### src/rtl/pipe_pkg.sv
// Shared pipeline types: operand forward-select encodings and the hazard tracker record.
// The EX-stage operand mux decodes the same encodings through ex_fwd_mux.
package pipe_pkg;

    // Widest register address the tracker record can hold; narrower addresses are zero-extended.
    localparam int MAX_REG_AW = 8;

    typedef enum logic [1:0] {
        FWD_ID_EX  = 2'b00,
        FWD_MEM_WB = 2'b01,
        FWD_EX_MEM = 2'b10
    } fwd_sel_e;

    typedef struct packed {
        logic                  valid;
        logic [MAX_REG_AW-1:0] rd;
        logic                  reg_write;
        logic                  mem_read;
    } track_entry_t;

    localparam track_entry_t ENTRY_BUBBLE = '{valid: 1'b0, rd: '0, reg_write: 1'b0, mem_read: 1'b0};

    // The youngest producer wins, so an EX match outranks a MEM match.
    function automatic fwd_sel_e pick_fwd(input logic ex_hit, input logic mem_hit);
        if (ex_hit)
            return FWD_EX_MEM;
        else if (mem_hit)
            return FWD_MEM_WB;
        else
            return FWD_ID_EX;
    endfunction

    function automatic logic [31:0] ex_fwd_mux(input logic [1:0]  sel,
                                               input logic [31:0] id_ex_val,
                                               input logic [31:0] ex_mem_val,
                                               input logic [31:0] mem_wb_val);
        case (sel)
            FWD_EX_MEM: return ex_mem_val;
            FWD_MEM_WB: return mem_wb_val;
            default:    return id_ex_val;
        endcase
    endfunction

endpackage

### src/rtl/hazard_match.sv
// Compares one ID source operand against one tracker entry's destination.
// Register 0 and unused operands never match.
module hazard_match
    import pipe_pkg::*;
#(
    parameter int REG_AW = 5
) (
    input  logic                  entry_valid,
    input  logic [MAX_REG_AW-1:0] entry_rd,
    input  logic                  entry_reg_write,
    input  logic [REG_AW-1:0]     op_addr,
    input  logic                  op_used,
    output logic                  match
);

    logic [MAX_REG_AW-1:0] op_ext;

    always_comb begin
        op_ext             = '0;
        op_ext[REG_AW-1:0] = op_addr;
    end

    assign match = op_used && entry_valid && entry_reg_write &&
                   (entry_rd != '0) && (entry_rd == op_ext);

endmodule

### src/rtl/pipe_hazard_ctrl.sv
// Hazard detection, flush and forward-select control for a 5-stage pipeline.
// Tracks the EX/MEM/WB destinations and counts stall and branch-flush cycles.
module pipe_hazard_ctrl
    import pipe_pkg::*;
#(
    parameter int REG_AW  = 5,
    parameter int NUM_SRC = 2,
    parameter int FWD_EN  = 1,
    parameter int CNT_W   = 32
) (
    input  logic                      clk,
    input  logic                      reset,
    input  logic                      id_valid,
    input  logic [NUM_SRC*REG_AW-1:0] id_rs_addr,
    input  logic [NUM_SRC-1:0]        id_rs_used,
    input  logic [REG_AW-1:0]         id_rd_addr,
    input  logic                      id_reg_write,
    input  logic                      id_mem_read,
    input  logic                      br_flush,
    output logic                      stall,
    output logic                      flush_if_id,
    output logic                      flush_id_ex,
    output logic                      flush_ex_mem,
    output logic [NUM_SRC*2-1:0]      ex_fwd_sel,
    output logic [CNT_W-1:0]          stall_cnt,
    output logic [CNT_W-1:0]          flush_cnt
);

    localparam int EX  = 0;
    localparam int MEM = 1;
    localparam int WB  = 2;

    track_entry_t                  trk [3];
    track_entry_t                  id_entry;
    logic [2:0][NUM_SRC-1:0]       hit;
    logic                          hazard;
    logic                          ex_load;
    logic [NUM_SRC*2-1:0]          fwd_next;
    logic                          unused_wb_load;

    // The WB load flag only travels along with the record; nothing downstream consumes it.
    assign unused_wb_load = trk[WB].mem_read;

    always_comb begin
        id_entry                    = ENTRY_BUBBLE;
        id_entry.valid              = 1'b1;
        id_entry.rd[REG_AW-1:0]     = id_rd_addr;
        id_entry.reg_write          = id_reg_write;
        id_entry.mem_read           = id_mem_read;
    end

    for (genvar e = 0; e < 3; e++) begin : g_stage
        for (genvar i = 0; i < NUM_SRC; i++) begin : g_op
            hazard_match #(.REG_AW(REG_AW)) u_match (
                .entry_valid     (trk[e].valid),
                .entry_rd        (trk[e].rd),
                .entry_reg_write (trk[e].reg_write),
                .op_addr         (id_rs_addr[i*REG_AW +: REG_AW]),
                .op_used         (id_rs_used[i]),
                .match           (hit[e][i])
            );
        end
    end

    // With forwarding only a load in EX is unresolvable; without it any in-flight producer is.
    always_comb begin
        if (FWD_EN != 0)
            hazard = (|hit[EX]) && trk[EX].mem_read;
        else
            hazard = (|hit[EX]) || (|hit[MEM]) || (|hit[WB]);
    end

    assign stall        = id_valid && !br_flush && hazard;
    assign flush_if_id  = br_flush;
    assign flush_id_ex  = br_flush;
    assign flush_ex_mem = br_flush;
    assign ex_load      = id_valid && !stall && !br_flush;

    always_comb begin
        fwd_next = '0;
        for (int i = 0; i < NUM_SRC; i++) begin
            if (FWD_EN != 0)
                fwd_next[i*2 +: 2] = pick_fwd(hit[EX][i], hit[MEM][i]);
            else
                fwd_next[i*2 +: 2] = FWD_ID_EX;
        end
    end

    always_ff @(posedge clk) begin
        if (reset) begin
            trk[EX]    <= ENTRY_BUBBLE;
            trk[MEM]   <= ENTRY_BUBBLE;
            trk[WB]    <= ENTRY_BUBBLE;
            ex_fwd_sel <= '0;
        end else begin
            trk[WB]  <= trk[MEM];
            trk[MEM] <= br_flush ? ENTRY_BUBBLE : trk[EX];
            if (ex_load) begin
                trk[EX]    <= id_entry;
                ex_fwd_sel <= fwd_next;
            end else begin
                trk[EX]    <= ENTRY_BUBBLE;
                ex_fwd_sel <= '0;
            end
        end
    end

    // Both counters saturate rather than wrap so long runs stay meaningful.
    always_ff @(posedge clk) begin
        if (reset) begin
            stall_cnt <= '0;
            flush_cnt <= '0;
        end else begin
            if (stall && (stall_cnt != '1))
                stall_cnt <= stall_cnt + CNT_W'(1);
            if (br_flush && (flush_cnt != '1))
                flush_cnt <= flush_cnt + CNT_W'(1);
        end
    end

endmodule

### config.mk
export PLATFORM = sky130hd
export DESIGN_NAME = pipe_hazard_ctrl
export DESIGN_NICKNAME = d
export VERILOG_FILES = /design/src/rtl/pipe_pkg.sv /design/src/rtl/hazard_match.sv /design/src/rtl/pipe_hazard_ctrl.sv
export SDC_FILE = /design/constraint.sdc
export NUM_CORES = 1
export LEC_CHECK = 0
export ABC_CLOCK_PERIOD_IN_PS = 2500
export CAP_MARGIN = 20
export CORE_MARGIN = 2
export CORE_UTILIZATION = 41
export CTS_BUF_LIST = sky130_fd_sc_hd__clkbuf_16
export CTS_CLUSTER_SIZE = 8
export DETAILED_ROUTE_END_ITERATION = 10
export GPL_ROUTABILITY_DRIVEN = 1
export PLACE_DENSITY = 0.67
export REMOVE_ABC_BUFFERS = 1
export SYNTH_ARGS = -nofsm -noshare
export SYNTH_HDL_FRONTEND = slang
export SYNTH_SLANG_ARGS = --single-unit
### constraint.sdc
create_clock -name clk -period 2.5 [get_ports clk]
set_input_delay 0.5 -clock clk [delete_from_list [all_inputs] [get_ports clk]]
set_output_delay 0.5 -clock clk [all_outputs]
set_load 0.005 [all_outputs]
Word level (Yosys, flattened, before mapping)
Memory sizes are Yosys's and may differ from the RTL's. Index checks and enable logic that the tools add are counted.

$add $sub $neg: 2. Equal/unequal tests: 6. Mux-type cells: 18. Bitwise operators: 5. Reductions and logical operators: 31.

Operator list (count): adder 32 x 1 -> 32 bit (second input constant) (2); inequality test 32 bit (second input constant) (2); 2-to-1 mux 11 bit (5); equality test 8 x 5 -> 1 bit (4); logical AND 1 bit (23); nonzero test 8 bit (2); 2-to-1 mux 1 bit (11); OR reduction 3 bit (2); 2-to-1 mux 2 bit (2); bitwise OR 1 bit (4); OR reduction 2 bit (2); zero test 1 bit (2); inverter 1 bit (1).

Flip-flop bits (word level): 68. Bits in writable memories: 33. Input port bits: 23. Output and inout port bits: 72. Memories kept: 1.

Memory list: trk (words 3, width 11, rd ports 2, clocked after Yosys merged registers in 0, write ports 3, line pipe_hazard_ctrl.sv:33) `track_entry_t trk [3];`.

Longest topological paths before layout
Gate-level depths: netlist (run 1). An unclocked memory read counts as a cell.

Word-level depth: 16. Gate-level depth with buffers: 8. Gate-level depth less buffers: 7.

By module
From an unflattened synthesis (run 1), not the netlist that was laid out.

Cells, all modules: 503. Area total of the unflattened synthesis: 4505.6 um2.

Modules (own cells, without submodules): pipe_hazard_ctrl (times used 1, cells an instance 459, area each 4135.2 um2, seq. area each 1811.7 um2); hazard_match (times used 4, cells an instance 11, area each 92.6 um2, seq. area each 0.0 um2).

Least setup slack after synthesis (run 1)
No wires, ideal clock.

Path type: flip-flop to output port. Start: memory trk[0][2] in the netlist's numbering. End: output stall. Arrival time: 1.616 ns. Required time: 2.000 ns. Slack: 0.384 ns. Stages on the path, launching flop included: 6. Path buffers: 1. Path through: edfxtp_1 or4_1 o211ai_2 o21bai_2 buf_2 inv_1.

RTL lines: from (decl) (line pipe_hazard_ctrl.sv:33); to (decl) (line pipe_hazard_ctrl.sv:20) `output logic stall,`.

==> run summary, run 1 <==
The logs give 2650 ps for the data arrival time of the worst path and 0 for the number of warnings printed during yosys synthesis. The tools report the pin count of the biggest net entering global routing as 48. The effective utilization at floorplan is 42.7%. Pin placement for this block handled 95 I/O pins.

The library cell used most frequently in the layout, excluding fill and tap cells, is clkdlybuf4s50_1. The number of vias in the routed layout was 3927; the chip width was 105 um. In this run, synthesis inferred 15 flip-flops with an integrated enable. For the count of endpoints failing hold in the final timing report, the log shows 0. After detailed routing, the number of vias per cell comes to 5.26. STA puts the critical path data required time at 2710 ps. Traced cell by cell, the critical path runs through xor2_1 > nor4_2 > and3_4 > o21bai_4 > buf_4 > nor4_1 > mux2_2. Cell internal power dissipation: 2.12 mW. The wire-length estimate of the detail-placed layout is 7.86 mm. Slew at the pin closest to its max-slew limit: 502 ps. The area growth from synthesis to layout is 38.6%. In this run the core area contains 36 standard-cell rows.

The first detailed-routing pass ran for 5 iterations. At the end of routability-driven placement, the weighted congestion stood at 0.813. In this run the cell area of the synthesized design comes to 0.00421 mm2. The chip height was 105 um.

At the later pin of the worst-skew pair, clock insertion delay measures 330 ps. Counting flops and latches in the post-synthesis netlist gives 83. The number of placed instances, taps included, is 728. The finished layout holds 747 standard cells, fillers aside. Across the run, the number of max-cap violations was 0. Final antenna-violating net count: 0. The tools report the type of destination of the critical path as a flop. The final setup violation count came out at 0. The minimum clock period after layout came out at 2440 ps.

After synthesis, the largest family of logic cells by area is simple AND/OR/NAND/NOR gates. In the layout the commonest cells are clkdlybuf4s50_1 (87), dfxtp_1 (68), nor2_1 (48). The flow ran to the end, and the final reports show no timing, DRC or antenna violations.

In the synthesized netlist, mux cells make up 0.772% of the area. The core occupancy in the finished layout was 59.2%; the remaining max-slew budget at the tightest pin was 66.5%. STA classifies the critical path startpoint as a flop. The initial antenna violation count was 0; the synthesized-area fraction occupied by and/or/nand/nor cells was 31.7%.

The synthesized netlist devotes 10.4% of its cell area to XOR and XNOR gates. Clock-pin slew was measured on the worst setup and hold paths at 60 ps. The tools report the number of distinct library cell variants in the gate-level netlist after synthesis as 55. The run gives 2 as the maximum clock path buffer count. After detailed routing, the number of remaining DRC violations is 0. In the final layout, the share of cells above drive strength 1 is 11.7%. The total routing usage reported by global routing is 19.8%, and the post-route clock period utilization is 97.6%.

In this run the static leakage power is 2.03 nW. The count of routing violations after the opening detailed-route iteration is 158, and the count of buffering cells on the critical path with inverters included is 1. The share of total power consumed by net switching works out to 21.7%. The count of buffers from port buffering came out at 94. The count of H-tree levels built during CTS is 3. Along the worst path, the maximum fanout reaches 39.

The analysis attributes to net switching a power of 0.589 mW. The net count of the finished layout is 635. Summing the areas of all compound-gate instances in the mapped netlist gives 10.2% of the synthesized area.

Among all stages on the critical path, the largest delay is contributed by edfxtp_1. Setup repair after global routing left no endpoint under its margin. The core region is 0.00986 mm2. For this run, the top clock speed supported by timing is 410 MHz. The wire length of the first global-routing pass came out at 18.0 mm. Registers are responsible for 51.5% of the overall power. The share of synthesized flip-flops with an asynchronous set or reset was 0%. The share of total power dissipated in the clock network is 42.4%. Global routing finished with a remaining overflow of 0. The min-delay analysis places its worst path in the category flop to flop.

The total inserted antenna cells is 0, and the number of max-slew violations in the final report is 0. TritonCTS built the clock tree. The adder and majority cell fraction of the synthesized area is 0.594%, and the ratio of total power to cell area is 465 mW/mm2. In this design, the largest share of critical-path delay is due to simple AND/OR/NAND/NOR gates. Synthesis handed over a netlist of 475 instances. TritonCTS created 9 clock buffers.

Counting every sink on the clock net gives 83. The setup slack of the worst register-to-register path was 60 ps; the final hold slack was 529 ps. The dominant register cell in the synthesized netlist was dfxtp_1. The critical path is of the flop to flop type.

The tree is rooted in a clkbuf_16. The part of the power in combinational logic was 6.1%; the synthesized area per cell was 8.87 um2. Clock skew after layout: 7.83 ps. The wire length after detailed routing is 10.7 mm.

Summing the sequential cell areas from Yosys gives 43.0% of the chip area. For this run, the slowest stage of the critical path takes 470 ps. VDD sags by at most 0.438 mV.

The number of global-route vias before repair was 3698; the routed length per instance was 14.3 um. The floorplan step defined a die boundary enclosing 0.0111 mm2.
worst reg2reg max path, cell delays in order, from the launching register on:
cell and delay, ps:
edfxtp_1 470, xor2_1 190, nor4_2 360, and3_4 270, o21bai_4 70, buf_4 240
nor4_1 360, mux2_2 370
cell usage after synthesis (2+ instances only):
cell type | instances | area share [%]
o31ai_1 | 8 | 1.4
clkbuf_1 | 9 | 0.80
and2_1 | 11 | 1.6
nor3b_1 | 3 | 0.53
nand2_1 | 30 | 2.7
and4_1 | 9 | 1.9
nor3b_2 | 2 | 0.59
xor2_1 | 22 | 4.6
nor2b_1 | 4 | 0.59
o21ai_0 | 19 | 2.3
edfxtp_1 | 15 | 11
inv_1 | 9 | 0.80
nor3_1 | 20 | 2.4
nor4_1 | 10 | 1.5
nor2_1 | 48 | 4.3
ha_1 | 2 | 0.59
nand3_1 | 27 | 3.2
and3_1 | 13 | 1.9
o21ba_2 | 2 | 0.48
or4_1 | 12 | 2.1
nand2b_1 | 2 | 0.30
or3_1 | 18 | 2.7
nand4_1 | 19 | 2.8
buf_4 | 3 | 0.53
a21oi_1 | 26 | 3.1
o211ai_2 | 2 | 0.59
buf_2 | 7 | 0.83
nand4b_1 | 2 | 0.42
dfxtp_1 | 68 | 32
xnor2_1 | 28 | 5.8
routing by layer:
metal | GRT usage, % | share of wire (%)
met1 | 25.5 | 46
met3 | 3.53 | 5.1
met5 | 0 | 0
met4 | 6.76 | 1.2
met2 | 33.2 | 48
kinds of logic after synthesis:
family	Yosys count
compound gates	67
xor+xnor	50
fa+ha+maj	2
buf+inv	29
flops	83
mux	3
other cells	1
simple gates	240
sequential cells by signal, summed over array words and instances (netlist names):
name / cells
ex_fwd_sel: 4
stall_cnt: 32
flush_cnt: 32
trk: 15
final cells by class:
class,instances,area [um2]
Clock buffer,9,225
Clock inverter,6,26.3
Fill cell,852,4030
Inverter,9,33.8
Multi-Input combinational cell,377,2370
Sequential cell,83,1810
Tap cell,133,166
Timing Repair Buffer,130,1210
power groups by stage:
stage	clock, mW	sequential (mW)	combinational, mW
after global placement	0	1.43	0.153
after detailed placement	0	1.43	0.155
after global routing	1.23	1.40	0.180
after CTS	1.18	1.40	0.162
final	1.15	1.40	0.165
after floorplan	0	1.42	0.0504
stage by stage:
| step | total power [mW] | instance area [um2] | TNS [ps] | worst slack [ps] |
|---|---|---|---|---|
| after floorplan | 1.47 | 4160 | 0 | 188 |
| after global placement | 1.58 | 5500 | -6000 | -411 |
| after detailed placement | 1.58 | 5500 | -9030 | -477 |
| after CTS | 2.73 | 5790 | 0 | 28.7 |
| after global routing | 2.81 | 5840 | 0 | 11.3 |
| final | 2.71 | 5840 | 0 | 59.5 |
final timing paths:
path,start,endpoint,depth (start not counted)
max reg2reg,trk[0][6],stall_cnt[8],7
min,stall_cnt[26],stall_cnt[26],2
max,trk[0][6],stall_cnt[8],7
min reg2reg,stall_cnt[26],stall_cnt[26],2
timing repair:
action | CTS | global route
hold buffers | 0 | 0
pin swaps | 3 | 6
gates resized for setup | 10 | 9
buffers inserted | 3 | 1
setup endpoints to repair | 7 | 11
Note: power is estimated with default switching activity, not from simulation.
==> run 2, diff against run 1 <==
REMOVE_ABC_BUFFERS = default   (was 1)
==> run 2 against run 1 <==
  * Final cell count up 0.80%
  * Largest power group unchanged
  * Maximum frequency down 0.19%
  * Sequential share of layout area down 0.46 points
  * Critical path depth down 1
  * Critical path type is now flop to output pin
==> run summary, run 2 (synthesized netlist as in run 1, its figures left out) <==
Chip height: 105 um (unchanged). Traced cell by cell, the critical path runs through buf_4 > or4_4 > o211ai_4 > o21bai_4 > inv_2 > buf_6. Compared with the post-synthesis result, the final layout area differs by 40.6%. The tools report the startpoint of the lowest-slack hold path as stall_cnt[26]. The total chip power is 2.73 mW (+0.81%), and the total die area is 0.0111 mm2 (unchanged). Finished layout cell area: 0.00592 mm2 (+1.5%).

The weighted congestion reported at the end of routability-driven placement was 0.882 (+8.5%). The wire length after detailed routing was 11.1 mm (+4.5%); the fmax was 409 MHz (-0.19%). The maximum net fanout on the critical path is 3 (-92%). The relative contribution of the clock network to total power was 42.5% (about the same); the total inserted antenna cells was 0 (unchanged).

The end of the worst register-to-register path was stall_cnt[4]. Leaving out fill and tap cells, the most frequent cells in the layout are clkdlybuf4s50_1 (89), dfxtp_1 (68), nor2_1 (48). The run gives 330 ps (about the same) as the clock insertion delay at the later pin of the skew report. Share of total power consumed by net switching: 22.1% (+0.40 points). Type of destination of the critical path: an output pin. The share of cells above drive strength 1 is 12.4% (+0.69 points), and the sequential fraction of design power is 51.1% (-0.4 points). The minimum clock period after layout works out to 2450 ps (+4.55 ps).

The number of buffers inserted during clock tree synthesis was 9 (unchanged). The startpoint-to-endpoint class of the critical path is flop to output pin. The number of top-level design ports is 95 (unchanged). The number of stages on the worst hold path works out to 2 (unchanged).

TritonCTS built the clock tree. The largest registers in the layout are flush_cnt (32), stall_cnt (32), trk (15). Slew at the pin closest to its max-slew limit: 557 ps (+54.7 ps).

For the total of fill cells in the finished design, the log shows 866 (+1.6%). For the total routing usage reported by global routing, the log shows 20.3% (+0.49 points). The setup slack of the worst register-to-register path came out at 110 ps (+50 ps).

The ratio of total power to cell area was 461 mW/mm2 (-0.68%). The maximum clock path buffer count came out at 2 (unchanged). CTS placed an instance of clkbuf_16 at the clock tree root. Register clock-pin slew on the reported worst setup and hold paths: 60 ps (about the same). Length in cells of the worst reg-to-reg path: 9 (+2). The chip width is 105 um (unchanged). The run gives 2.13 mW (+0.30%) as the cell internal power dissipation. The post-route DRC violation count is 0 (unchanged). Among all stages on the critical path, the largest delay is contributed by or4_4. Remaining max-slew budget at the tightest pin: 62.9% (-3.6 points). The flow ran to the end, and the final reports show no timing, DRC or antenna violations.

The part of the power in combinational logic came out at 6.4% (+0.3 points). The count of H-tree levels built during CTS is 3 (unchanged), and the number of global-route vias before repair is 3839 (+3.8%). The logs give 0.00986 mm2 (unchanged) for the placeable core region and 8.78 ps (+0.951 ps) for the clock skew after layout.

The data arrival time of the worst path came out at 1950 ps (-700 ps). For the critical path data required time, the log shows 2000 ps (-710 ps). The TritonCTS sink count was 83 (unchanged); the switching power summed over all nets was 0.605 mW (+2.7%). The final setup violation count is 0 (unchanged), and the count of standard-cell rows is 36 (unchanged). The worst hold path terminates at stall_cnt[26]. The final antenna-violating net count is 0 (unchanged). The worst setup path is launched from a flop. The initial antenna violation count was 0 (unchanged); the post-route clock period utilization was 97.8% (+0.18 points).

For the max capacitance violation total, the log shows 0 (unchanged). The placed instance area is 0.00551 mm2 (about the same). For the final-stage net count, the log shows 640 (+0.79%).

Minimum setup slack after placement: -319 ps (+157 ps). The run gives 18.5 mm (+3.1%) as the wire length of the first global-routing pass. The mean number of vias per cell was 5.36 (+2.0%). The half-perimeter wire length after detailed placement was 7.91 mm (+0.60%); the pin count of the biggest net entering global routing was 33 (-31%). The peak supply drop is 0.333 mV (-24%), and the routed length per instance is 14.8 um (+3.6%). The count of buffering cells on the critical path with inverters included came out at 3 (+2). The number of max-slew violations in the final report was 0 (unchanged); the setup slack of the critical path after layout was 55.0 ps (-4.55 ps). The library cell used most frequently in the layout, excluding fill and tap cells, is clkdlybuf4s50_1. The tools report the detailed-routing iteration count for the pre-antenna-repair pass as 4 (-1). The worst stage delay on the critical path came out at 500 ps (+30 ps). The type of the worst min-delay path was flop to flop.

The effective utilization at floorplan is 42.7% (unchanged), and the count of endpoints failing hold in the final timing report is 0 (unchanged). The count of routing violations after the opening detailed-route iteration was 165 (+4.4%). For the total overflow reported by the global router, the log shows 0 (unchanged).

On the critical path the largest part of the delay comes from simple AND/OR/NAND/NOR gates. The logs give 4037 (+2.8%) for the number of vias in the routed layout and 2.06 nW (+1.6%) for the cell leakage power. The count of buffers from port buffering was 94 (unchanged). In this run the critical register-to-register path is launched from trk[0][4].
## run 2: changes by cell type in the layout (fill, tap and decap cells not counted), sizes merged
| cell | previous run | this run |
|---|---|---|
| clkbuf | 9 | 10 |
| clkdlybuf4s50 | 87 | 89 |
| buf | 38 | 42 |
| dlymetal6s2s | 2 | 3 |
| dlygate4sd2 | 3 | 0 |
| inv | 12 | 13 |
## run 2: timing repair
item / 4_1_cts / 5_1_grt
setup buffers: 5 / 4
setup endpoints to repair: 1 / 6
hold buffers: 0 / 0
gates cloned: 0 / 1
endpoints found under the hold margin: 0 / 0
resized for setup: 5 / 13
pin swaps: 2 / 5
## run 2: final cells by class
cell class              count  area (um2)  area share, %
clock inverters             7        28.8          0.486
flip-flops and latches     83        1810           30.6
inverters                   9        33.8          0.570
multi-input cells         377        2370           40.0
repair buffers            135        1290           21.8
well taps                 133         166           2.81
clock buffers               9         225           3.80
## run 2: power groups by stage
stage	Clock [mW]	Sequential, mW	Combinational, mW
after floorplan	0	1.42	0.0706
after global placement	0	1.43	0.155
after detailed placement	0	1.43	0.158
after CTS	1.19	1.40	0.168
after global routing	1.24	1.40	0.189
final	1.16	1.40	0.174
## run 2: worst register-to-register path: stages (launching register included)
cell and delay (ps):
edfxtp_1 410, buf_6 140, xor2_1 150, nor4_1 280
and3_1 240, buf_4 130, o21bai_4 80, buf_6 180
or4_1 530, a21oi_1 170
## run 2: stage by stage
stage | utilization (%) | std cells | TNS [ps] | hold slack, ps
after floorplan | - | 489 | 0 | 485
after global placement | 55.8 | 727 | -2360 | 489
after detailed placement | 55.8 | 727 | -3430 | 509
after CTS | 58.9 | 748 | 0 | 517
after global routing | 60.0 | 753 | -15.9 | 544
final | 60.0 | 753 | 0 | 515
## run 2: routing by layer
metal	vias up	track usage [%]	part of all wire, %
met3	11	5.19	5.3
met1	1913	25.5	45
li1	2003	-	-
met2	110	34.7	49
met4	0	4.67	0.87
met5	-	0	0
## run 2: how the worst max path moves through the flow
stage	from	end	slack (ps)	depth (start not counted)
floorplan	trk[0][2]	stall	380	5
global placement	id_rs_addr[4]	stall	-290	7
detailed placement	id_rs_addr[4]	stall	-320	7
CTS	id_rs_addr[0]	stall	20	7
global route	trk[0][5]	stall	-20	8
finish	trk[0][4]	stall	50	6
==> patch 1: new RTL, settings of run 2 <==
Change the parameter `NUM_SRC` from 2 to 4.
--- a/src/rtl/pipe_hazard_ctrl.sv
+++ b/src/rtl/pipe_hazard_ctrl.sv
@@ -6,3 +6,3 @@
     parameter int REG_AW  = 5,
-    parameter int NUM_SRC = 2,
+    parameter int NUM_SRC = 4,
     parameter int FWD_EN  = 1,
Ports: changed (resized ex_fwd_sel, id_rs_addr and id_rs_used); port bits go from 95 to 111. No check against the original RTL was run, so the function may have changed too.
==> patch 1 against run 2 <==
  * The flow now finishes with violations (setup timing)
  * Core utilization grew 2.0 points
  * Maximum frequency fell by 11%
  * Wire length increased by 16%
  * Largest cell class unchanged
  * Sequential power increased by 5%
  * Synthesized area increased by 8.9%
  * Design area increased by 14%
  * Synthesized cell count grew 11%
  * Total power is 13% higher
  * Register-to-register slack worse by 290 ps
  * Worst setup slack worse by 320 ps
  * Sequential cell count increased by 4
  * Hold slack worse by 24 ps
==> patch 1: results (changes against run 2) <==
.. list-table::
   :header-rows: 1

   * - Metric
     - Value
   * - Result of the run
     - finished, violations left
   * - Critical path fanouts, max
     - 4 (+1)
   * - Leakage power total
     - 2.45 nW (+19%)
   * - Number of inserted filler cells in the final layout
     - 959 (+11%)
   * - Pin count of the biggest net entering global routing
     - 52 (+58%)
   * - Pin slew with the least headroom to its limit
     - 584 ps (+27.6 ps)
   * - Final worst setup slack
     - -261 ps (-316 ps)
   * - Hpwl dp
     - 9.05 mm (+14%)
   * - Slowest Stage Delay on Critical Path
     - 560 ps (+60 ps)
   * - RR Startpoint
     - trk[0][2]$_SDFFCE_PP0P_
   * - Number of cells on the worst reg-to-reg path
     - 9 (unchanged)
   * - Arrival time of the worst setup path
     - 2260 ps (+310 ps)
   * - Post-place instance area
     - 6160 µm² (+12%)
   * - Global-route wire length before repair
     - 20.9 mm (+13%)
   * - Path class of the lowest-slack min-delay path
     - reg -> reg
   * - CP top delay family
     - compound AO/OA/AOI/OAI gates
   * - Endpoint of the worst hold path
     - stall_cnt[12]$_SDFFE_PP0P_
   * - Setup slack of the worst register-to-register path
     - -180 ps (-290 ps)
   * - Share of synthesized area occupied by flip-flops and latches
     - 0.412 (-0.0177)
   * - Number of global-route vias before repair
     - 4309 (+12%)
   * - TritonCTS buffer count
     - 9 (unchanged)
   * - Worst hold path stage count
     - 2 (unchanged)
   * - Critical-path cell with the highest stage delay
     - or4_4
   * - Reg-to-reg endpoint
     - stall_cnt[11]$_SDFFE_PP0P_
   * - Ranking of synthesized cells by instance count
     - dfxtp_1 (72), nor2_1 (56), xnor2_1 (36)
   * - Min-delay src
     - stall_cnt[12]$_SDFFE_PP0P_
   * - Number of input and output port buffers inserted
     - 110 (+17%)
   * - Maximum buffer depth of the clock tree
     - 2 (unchanged)
   * - Synth top area cells
     - dfxtp_1 (31%), edfxtp_1 (9.8%), xnor2_1 (6.9%), xor2_1 (5.7%), nor2_1 (4.6%)
   * - Unique masters post-synth
     - 47 (-15%)
   * - DR iter-0 viols
     - 207 (+25%)
   * - Failing checks
     - setup timing
   * - Setup violations, final
     - 23 (+23)
   * - Gp weighted congestion
     - 0.850 (-3.7%)
   * - Per-cell via count in the routed design
     - 5.30 (-1.1%)
   * - Final-layout setup total negative slack
     - -1870 ps (-1870 ps)
   * - Final Skew
     - 10.0 ps (+1.26 ps)
   * - Share of layout cells above drive strength 1
     - 0.138 (+0.0137)
   * - Max IR drop VDD
     - 328 µV (-1.5%)
   * - Worst slack, placed
     - -346 ps (-26.3 ps)
   * - Count of flip-flops with a built-in enable after synthesis
     - 15 (unchanged)
   * - Combined global-route utilization of all metal layers
     - 0.220 (+0.0175)
   * - Routed wire length per instance
     - 15.7 µm (+5.8%)
   * - Commonest register cell after synthesis
     - dfxtp_1
   * - Net count of the finished layout
     - 721 (+13%)
==> patch 1: cell count changes after synthesis, sizes merged, moves of 4 or more <==
cell / delta
xnor2: +8
nand4: +8
dfxtp: +4
mux2: +8
a21oi: -4
xor2: +8
nor3b: -4
clkbuf: +15
nor2b: +7
nor2: +7
==> patch 1: area by class of cell <==
class                      instances  share of cell area
multi-input combinational        413               0.400
sequential                        87               0.280
timing repair buffer             167               0.246
clock buffer                      11              0.0408
tap                              140              0.0259
clock inverter                     5             0.00426
inverter                           6             0.00334
==> patch 1: repair_timing <==
action                                  4_1_cts  5_1_grt
resized for setup                            12       21
endpoints found under the setup margin       16       37
pin swaps                                    10       13
cloned                                        3        0
endpoints found under the hold margin         0        0
setup buffers                                 4        5
==> patch 1: cells by family after synthesis <==
kind of cell / count (synthesis) / share of synthesized area
XOR/XNOR: 66 / 0.126
other: 1 / 0.000818
adder cells (fa/ha/maj): 2 / 0.00545
buffers and inverters: 39 / 0.0398
multiplexers: 12 / 0.0297
AO/OA/AOI/OAI: 57 / 0.0758
flip-flops: 87 / 0.412
AND/OR/NAND/NOR: 261 / 0.310
==> patch 1: worst register-to-register path: cells and delay by family (launching register included) <==
| family | cells | cell delay, ps |
|---|---|---|
| and+or+nand+nor | 4 | 970 |
| buffers and inverters | 3 | 620 |
| DFF | 1 | 380 |
| muxes | 1 | 300 |
| AOI/OAI and AO/OA | 1 | 290 |
==> patch 1: how the worst max path moves through the flow <==
stage / slack (ps) / start / cells past startpoint / to
floorplan: -120 / trk[0][5]$_SDFFCE_PP0P_ / 8 / stall
global placement: -330 / id_rs_addr[17] / 7 / stall
detailed placement: -350 / id_rs_addr[17] / 7 / stall
CTS: -260 / trk[0][2]$_SDFFCE_PP0P_ / 6 / stall
global route: -360 / trk[0][2]$_SDFFCE_PP0P_ / 6 / stall
finish: -260 / trk[0][2]$_SDFFCE_PP0P_ / 6 / stall
==> patch 1: stage by stage <==
stage               hold WS [ps]  std cells   util
CTS                          492        824  0.608
floorplan                    480        539      -
global placement             485        802  0.565
detailed placement           484        802  0.565
global route                 514        829  0.620
finish                       492        829  0.620
==> patch 1: power breakdown <==
group	switching (mW)	internal, mW
clock network	0.550	0.788
registers	0.0227	1.44
logic	0.130	0.160
==> patch 1: routing by layer <==
layer / GRT usage / part of all wire / vias to the layer above
li1: - / - / 2182
met1: 0.281 / 0.45 / 2082
met2: 0.378 / 0.49 / 118
met3: 0.0468 / 0.056 / 13
met4: 0.0552 / 0.012 / 0
met5: 0 / 0 / -
==> patch 2: new RTL, settings of run 2 <==
Without the edit above. Reset style: asynchronous (`reset`), changed in 2 clocked blocks.
--- a/src/rtl/pipe_hazard_ctrl.sv
+++ b/src/rtl/pipe_hazard_ctrl.sv
@@ -88,3 +88,3 @@
 
-    always_ff @(posedge clk) begin
+    always_ff @(posedge clk or posedge reset) begin
         if (reset) begin
@@ -108,3 +108,3 @@
     // Both counters saturate rather than wrap so long runs stay meaningful.
-    always_ff @(posedge clk) begin
+    always_ff @(posedge clk or posedge reset) begin
         if (reset) begin
Formal check against the unedited RTL: differs if reset is asserted again (counterexample within 4 cycles, from zero or initial values and one cycle with reset high); with reset held inactive, the same outputs for 10 cycles.
==> patch 2 against run 2 <==
  * Sequential cell count unchanged
  * Wire length down 17%
  * Hold slack worse by 25 ps
  * Sequential share of layout area up 5.8 points
  * Core utilization down 2.0 points
  * Design area down 3.8%
  * Synthesized area down 0.65%
  * Via count down 20%
  * Synthesized cell count down 21%
  * Worst setup slack better by 60 ps
  * Count of clock-buffer cells in the layout unchanged
  * Largest cell class is now registers
Power is not compared: it rests on default switching activity, and its combinational part moved more than twofold at a synthesized area within 25%.
==> patch 2: results (changes against run 2) <==
.. list-table::
   :header-rows: 1

   * - Metric
     - Value
   * - Result of the run
     - completed
   * - Clock-pin slew of the registers on the worst-case setup and hold paths
     - about 70 ps
   * - Number of warnings reported in the yosys synthesis log
     - 0 (unchanged)
   * - DRT Pass-1 Iters
     - 4 (unchanged)
   * - Net count of the finished layout
     - 516 (-19%)
   * - Global-route wire length before repair
     - 15.9 mm (-14%)
   * - Average footprint of a synthesized cell
     - 11.2 µm² (+26%)
   * - Ranking of synthesized cells by instance count
     - dfrtp_1 (83), xor2_1 (49), nand2_1 (31)
   * - Routed met3 length
     - 550 µm (-6.8%)
   * - Multi-input combinational cell count
     - 275 (-27%)
   * - Routing usage on met1
     - 0.244 (-0.0106)
   * - Synth top area cells
     - dfrtp_1 (50%), xor2_1 (10%), xnor2_1 (6.3%), nand4_1 (3.3%), nand3_1 (2.9%)
   * - Final Skew
     - 10.1 ps (+1.31 ps)
   * - Max IR drop VDD
     - 355 µV
   * - Worst slack, placed
     - -259 ps (+60.8 ps)
   * - Combined global-route utilization of all metal layers
     - 0.180 (-0.0228)
   * - Antenna cell count
     - 0 (unchanged)
   * - Critical path fanouts, max
     - 2 (-1)
   * - Area share of buffers outside the clock network
     - 0.196 (-0.0216)
   * - Hpwl dp
     - 6.67 mm (-16%)
   * - Sequential cell area share
     - 0.364 (+0.0585)
   * - Routed wire length per instance
     - 14.8 µm (-0.26%)
   * - Number of flip-flops and latches
     - 83 (unchanged)
   * - Pin slew with the least headroom to its limit
     - 499 ps (-57.2 ps)
   * - Unique masters post-synth
     - 50 (-9.1%)
   * - Share of layout cells above drive strength 1
     - 0.147 (+0.0230)
   * - Layout-stage area growth over the synthesis result
     - 36.2%
   * - Share of synthesized area occupied by flip-flops and latches
     - 0.496 (+0.0662)
   * - Fraction of area in multi-input gates
     - 0.352 (-0.0474)
   * - Fraction of area in clock buffers and inverters
     - 0.0529 (+0.0100)
   * - Power dissipated by switching net loads
     - about 0.80 mW
   * - Clock latency on the worst-skew pair
     - 340 ps
   * - Gp weighted congestion
     - 0.788 (-11%)
   * - Count of non-CTS inverters in the layout
     - 6 (-3)
   * - Clock group total power
     - 1.34 mW
   * - Commonest register cell after synthesis
     - dfrtp_1
   * - Pin count of the biggest net entering global routing
     - 84 (+150%)
   * - Arrival time of the worst setup path
     - 1880 ps (-70 ps)
   * - Met2 routed WL
     - 4.21 mm (-23%)
   * - DR iter-0 viols
     - 96 (-42%)
   * - Maximum buffer depth of the clock tree
     - 2 (unchanged)
   * - Fraction of registers with async set/reset
     - 1.00 (+1.00)
   * - Grt met3 use
     - 0.0430 (-0.00890)
   * - Wl on met1
     - 4.33 mm (-13%)
   * - Number of antenna violations at the first check in global routing
     - 0 (unchanged)
   * - Number of levels the H-tree was split into
     - 3 (unchanged)
   * - Met2 usage
     - 0.278 (-0.0696)
   * - Clock buffers
     - 9 (unchanged)
   * - DR vias
     - 3225 (-20%)
   * - Number of inserted filler cells in the final layout
     - 879 (+1.5%)
   * - Post-place instance area
     - 5390 µm² (-2.2%)
   * - Nonclk buf count
     - 116 (-14%)
## patch 2: cell count changes after synthesis, moves of 19 or more
cell	change
o21ai_0	-19
a21oi_1	-26
xor2_1	+27
dfxtp_1	-68
nor2_1	-30
dfrtp_1	+83
## patch 2: worst paths after layout
kind	start	endpoint	slack [ps]	cells past startpoint
worst max-delay path	trk[27]$_DFF_PP0_	stall	120	6
worst min-delay path	stall_cnt[27]$_DFFE_PP0P_	stall_cnt[27]$_DFFE_PP0P_	490	1
worst max register to register	stall_cnt[0]$_DFFE_PP0P_	stall_cnt[30]$_DFFE_PP0P_	220	7
worst min register to register	stall_cnt[27]$_DFFE_PP0P_	stall_cnt[27]$_DFFE_PP0P_	490	1
max in group asynchronous	reset	trk[22]$_DFF_PP0_	1530	3
min in group asynchronous	reset	flush_cnt[15]$_DFFE_PP0P_	630	3
## patch 2: per-stage QoR
stage,util,std cells,TNS [ps]
detailed placement,0.548,612,-926
finish,0.581,629,0
floorplan,-,374,0
global placement,0.548,612,-309
global route,0.581,629,0
CTS,0.581,629,0
## patch 2: cells by family (layout without fill, tap and decap cells)
kind of cell / after synthesis / after routing / synth area share
AO/OA/AOI/OAI: 9 / 9 / 0.0254
XOR/XNOR: 79 / 79 / 0.165
adder cells (fa/ha/maj): 2 / 2 / 0.00598
buffers and inverters: 16 / 138 / 0.0251
flip-flops: 83 / 83 / 0.496
multiplexers: 4 / 4 / 0.0108
AND/OR/NAND/NOR: 181 / 181 / 0.271
## patch 2: timing repair
action,4_1_cts,5_1_grt
setup buffers,1,0
endpoints found under the hold margin,0,0
endpoints found under the setup margin,1,1
gates resized for setup,3,0
pin swaps,4,1
## patch 2: critical path, stage by stage (launching register included)
cell	delay, ps
dfrtp_1	370
or3_1	370
o311a_1	310
and3_4	200
o21ai_4	70
inv_4	40
clkdlybuf4s15_1	190
